===== src/rtl/scan_decoder_n.sv =====
// ---------------------------------------------------------------------------
// scan_decoder_n
//   Registered one-hot line decoder for the display/LED path. This is the
//   parametrised successor of the fixed 3x8 select decoder. It has two modes:
//     DIRECT : registers the one-hot decode of sel_i, with a latency of 1 clk.
//     SCAN   : walks a single active line across all N_OUT outputs. Each line
//              stays active for DWELL enabled cycles.
//
// Ports
//   clk_i    rising-edge clock
//   reset_i  asynchronous, active-high reset
//   en_i     advance enable. Low freezes all state. wrap_o still self-clears.
//   mode_i   0 = DIRECT, 1 = SCAN
//   sel_i    index decoded in DIRECT; start index on entry to SCAN
//   lines_o  registered one-hot (or all-zero) line vector
//   idx_o    index currently driven on lines_o
//   err_o    high while a DIRECT sel_i is out of range (lines_o all zero)
//   wrap_o   one-cycle pulse when SCAN moves from N_OUT-1 back to 0
// ---------------------------------------------------------------------------
module scan_decoder_n #(
  parameter int SEL_W = 3,
  parameter int N_OUT = 8,
  parameter int DWELL = 4
) (
  input  logic             clk_i,
  input  logic             reset_i,
  input  logic             en_i,
  input  logic             mode_i,
  input  logic [SEL_W-1:0] sel_i,
  output logic [N_OUT-1:0] lines_o,
  output logic [SEL_W-1:0] idx_o,
  output logic             err_o,
  output logic             wrap_o
);

  localparam int CNT_W = (DWELL > 1) ? $clog2(DWELL) : 1;
  localparam logic [SEL_W-1:0] IDX_LAST   = SEL_W'(N_OUT - 1);
  localparam logic [CNT_W-1:0] DWELL_LAST = CNT_W'(DWELL - 1);

  typedef enum logic [1:0] {
    ST_IDLE   = 2'd0,
    ST_DIRECT = 2'd1,
    ST_SCAN   = 2'd2
  } state_t;

  state_t           state_q, state_d;
  logic [N_OUT-1:0] lines_q, lines_d;
  logic [SEL_W-1:0] idx_q, idx_d;
  logic [CNT_W-1:0] dwell_q, dwell_d;
  logic             err_q, err_d;
  logic             wrap_q, wrap_d;
  logic [N_OUT-1:0] onehot_d;
  logic             sel_valid;

  // The extra leading bit keeps the compare correct when N_OUT == 2**SEL_W.
  assign sel_valid = ({1'b0, sel_i} < (SEL_W + 1)'(N_OUT));

  // State register.
  always_ff @(posedge clk_i or posedge reset_i) begin
    if (reset_i) begin
      state_q <= ST_IDLE;
    end else begin
      state_q <= state_d;
    end
  end

  // Next-state logic. When enabled, the mode input alone selects the state.
  // This also covers the first edge out of IDLE.
  always_comb begin
    state_d = state_q;
    if (en_i) begin
      state_d = mode_i ? ST_SCAN : ST_DIRECT;
    end
  end

  // Output / datapath next-state logic.
  always_comb begin
    idx_d   = idx_q;
    dwell_d = dwell_q;
    err_d   = err_q;
    wrap_d  = 1'b0;   // A wrap pulse never lasts past one cycle, even when frozen.
    if (en_i) begin
      if (!mode_i) begin
        // DIRECT decode. This also runs on the edge that leaves SCAN or IDLE.
        dwell_d = '0;
        if (sel_valid) begin
          idx_d = sel_i;
          err_d = 1'b0;
        end else begin
          err_d = 1'b1;
        end
      end else if (state_q != ST_SCAN) begin
        // SCAN entry edge: seed from sel_i. An out-of-range sel_i starts at 0.
        idx_d   = sel_valid ? sel_i : '0;
        dwell_d = '0;
        err_d   = 1'b0;
      end else if (dwell_q == DWELL_LAST) begin
        dwell_d = '0;
        if (idx_q == IDX_LAST) begin
          idx_d  = '0;
          wrap_d = 1'b1;
        end else begin
          idx_d = idx_q + 1'b1;
        end
      end else begin
        dwell_d = dwell_q + 1'b1;
      end
    end
  end

  // One-hot decode of the next index.
  for (genvar gi = 0; gi < N_OUT; gi++) begin : g_onehot
    assign onehot_d[gi] = (idx_d == SEL_W'(gi));
  end

  assign lines_d = ((state_d == ST_IDLE) || err_d) ? '0 : onehot_d;

  always_ff @(posedge clk_i or posedge reset_i) begin
    if (reset_i) begin
      lines_q <= '0;
      idx_q   <= '0;
      dwell_q <= '0;
      err_q   <= 1'b0;
      wrap_q  <= 1'b0;
    end else begin
      lines_q <= lines_d;
      idx_q   <= idx_d;
      dwell_q <= dwell_d;
      err_q   <= err_d;
      wrap_q  <= wrap_d;
    end
  end

  assign lines_o = lines_q;
  assign idx_o   = idx_q;
  assign err_o   = err_q;
  assign wrap_o  = wrap_q;

endmodule


===== config.mk =====
export PLATFORM = sky130hd
export DESIGN_NAME = scan_decoder_n
export DESIGN_NICKNAME = d
export VERILOG_FILES = /design/src/rtl/scan_decoder_n.sv
export SDC_FILE = /design/constraint.sdc
export NUM_CORES = 1
export LEC_CHECK = 0
export CAP_MARGIN = 20
export CORE_MARGIN = 5
export CORE_UTILIZATION = 35
export CTS_BUF_LIST = sky130_fd_sc_hd__clkbuf_2 sky130_fd_sc_hd__clkbuf_4 sky130_fd_sc_hd__clkbuf_8
export CTS_CLUSTER_SIZE = 25
export DETAILED_ROUTE_END_ITERATION = 8
export DONT_BUFFER_PORTS = 1
export GPL_ROUTABILITY_DRIVEN = 0
export SLEW_MARGIN = 30
export SYNTH_ARGS = -nofsm -noshare
export SYNTH_HDL_FRONTEND = slang
export SYNTH_SLANG_ARGS = --single-unit

===== constraint.sdc =====
create_clock -name clk_i -period 4.1 [get_ports clk_i]
set_input_delay 0.82 -clock clk_i [delete_from_list [all_inputs] [get_ports clk_i]]
set_output_delay 0.82 -clock clk_i [all_outputs]
set_load 0.005 [all_outputs]

==> results by group <==
Status
  • Status: completed

GRT
  • Number of global-route vias before repair: 483
  • Gr ovfl total: 0
  • Gr usage total: 9.73%
  • First-pass GRT wire length: 2.40 mm
  • Largest net degree at the start of global routing: 19
  • Initial antenna violation count: 0

Pwr
  • PD cells: ~400 nW/um^2
  • Clk pwr share: 27.7%
  • Comb power frac: 13.2%
  • Peak supply drop: 134 uV
  • Total Power: around 330 uW
  • Cell leakage power: 0.380 nW
  • Flop pwr share: 59.0%
  • Sw Share: 28.2%
  • Sw Pwr: 92.8 uW
  • Int Power: 236 uW

Worst setup path
  • Arr. time, crit path: 2.04 ns
  • Reg-to-reg slack, setup: about 2.3 ns
  • Crit end category: register
  • Worst EP required: 4.29 ns
  • Critical Path Start Type: register
  • Worst Path Class, Setup: register to register
  • Crit Path Max Fanout: 4

STA
  • Post-route clock skew: ~0.0076 ns
  • Setup ws final: roughly 2.3 ns
  • Final Cycle Share: 45.0%
  • Slew Limit Fails: 0
  • Fmax: 0.541 GHz
  • Fin. Hold Viols: 0
  • Worst-margin pin slew: 0.662 ns
  • Setup TNS Final: 0 ns
  • Final setup fails: 0
  • Slew HR: 55.8%
  • Tmin final: 1.85 ns
  • Unrepaired setup endpoints after global routing: false

Clock tree
  • Bufs on Longest Clock Path: 2
  • CTS Hold Bufs: 0
  • CTS HTree Levels: 1
  • CTS sink count: 17
  • Post-cts sizing count: 0
  • TritonCTS Buffers: 3
  • Clock transition at path regs: 0.11 ns
  • CTS tree: built
  • Clock root cell: clkbuf_4
  • Setup Fix Bufs, Post-CTS: 0
  • Clock insertion delay at the later pin of the skew report: 0.29 ns

Logic synthesis
  • Count leader, synth: dfrtp_1
  • Yosys top cell area share: a little over half
  • Synth cell count leaders: dfrtp_1 (17), nor3_1 (8), nand3_1 (6), inv_1 (4)
  • Largest cells by area after synthesis: dfrtp_1 (54%), nor3_1 (5.1%), ha_1 (4.8%)
  • Main synth FF type: dfrtp_1
  • #FFs+latches synth: 17
  • Synth area leader: dfrtp_1
  • Cells after Synth: 66
  • Synth cell types: 25
  • Async SR Flop Fraction: 100%
  • Syn Nets: 76
  • Syn avg cell area: 11.9 um^2
  • Synthesis Warnings: 0
  • Seq/Total Area, Yosys: between 50% and 60%
  • Number of flops mapped to enable cells by yosys: 0
  • Mapped cell area: 788 um^2

Routing
  • Pre-Repair DR Iteration Count: 4
  • Remaining antenna violation count: 0
  • Via density: approximately 5.2
  • DR iter-0 viols: 9
  • DR vias: 500
  • Routed WL per cell: approximately 16 um
  • Detailed-route DRC error count: 0
  • Final WL: 1.52 mm

Layout
  • Area Growth Syn to Fin: 6.83%
  • Antenna diodes: 0
  • Layout Nets: 79
  • Layout cell share with drive strength beyond 1: 22.1%
  • Fillers: 211

Die
  • Core area: 2190 um^2
  • Rows: 17
  • IO Pins: 20
  • Total die area: ~3300 um^2
  • Die Y: 57.5 um
  • Chip Width: about 57 um
  • Starting density of the core: 36.0%

Hold path
  • Hold WC Path Type: input pin to asynchronous set/reset pin

Place
  • Post-placement setup slack: approximately 2.2 ns
  • # port buffers: 0
  • Post-DP HPWL: 1.13 mm

Run
  • Max cap viols: 0
## registers in the layout, indices dropped and copies added, names as in the netlist
register,count
dwell_q,2
err_o,1
idx_o,3
lines_o,8
state_q,2
wrap_o,1
## critical path: stages (launching register included)
cell and delay [ns]:
dfrtp_1 0.47, ha_1 0.23, ha_1 0.26, mux2_2 0.26
nand3_1 0.12, nand4b_1 0.18, nor3_1 0.22
## through the flow
step	area, um^2	cells	util [%]	hold WS [ns]
after global routing	842	96	38.4	0.560
after floorplan	788	66	-	0.502
after CTS	842	96	38.4	0.514
after detailed placement	815	92	37.2	0.526
final	842	96	38.4	0.496
after global placement	815	92	37.2	0.515
## kinds of logic after synthesis
group / synth area share (%)
and+or+nand+nor: 21.9
DFF: 54.0
AOI/OAI and AO/OA: 11.3
buffers and inverters: 3.97
muxes: 4.13
adders and majority gates: 4.76
## per-layer routing
| layer | up-vias | track usage, % | wire, um | part of all wire (%) |
|---|---|---|---|---|
| li1 | 244 | - | - | - |
| met4 | 0 | 6.95 | 37 | 2.4 |
| met1 | 236 | 13.7 | 714 | 47 |
| met3 | 4 | 2.49 | 106 | 7.0 |
| met2 | 16 | 12.6 | 656 | 43 |
| met5 | - | 0 | 0 | 0 |
## cell type report
cell class	instances	area [um^2]	area share, %
Sequential cell	17	425	50.5
Multi-Input combinational cell	41	332	39.4
Tap cell	28	35.0	4.16
Clock buffer	3	22.5	2.67
Inverter	6	22.5	2.67
Clock inverter	1	5.00	0.594
## power groups by stage
stage                     clock network (mW)  registers (mW)  logic [mW]
after floorplan                            0           0.194      0.0387
after CTS                             0.0928           0.194      0.0441
after detailed placement                   0           0.198      0.0441
after global placement                     0           0.198      0.0429
after global routing                  0.0982           0.196      0.0495
final                                 0.0912           0.194      0.0436
## cell usage in the layout (no fill, tap or decap), drive strengths merged, types with 2 or more instances in the layout
| master | instances |
|---|---|
| dfrtp | 17 |
| nor3 | 8 |
| nand3 | 6 |
| inv | 6 |
| o21ai | 3 |
| nand4b | 3 |
| ha | 3 |
| clkbuf | 3 |
| mux2 | 2 |
| nand2b | 2 |
| nor2 | 2 |
## final timing paths
path                                        start                      to  cells after the start
min                                       reset_i        wrap_o$_DFF_PP0_                      1
min in group clk_i         dwell_q[1]$_DFFE_PP0P_  dwell_q[1]$_DFFE_PP0P_                      2
min reg2reg                dwell_q[1]$_DFFE_PP0P_  dwell_q[1]$_DFFE_PP0P_                      2
max                            idx_o[0]$_DFF_PP0_    lines_o[2]$_DFF_PP0_                      6
max reg2reg                    idx_o[0]$_DFF_PP0_    lines_o[2]$_DFF_PP0_                      6
max in group asynchronous                 reset_i      idx_o[0]$_DFF_PP0_                      1
Power figures use the tool's default switching activity.
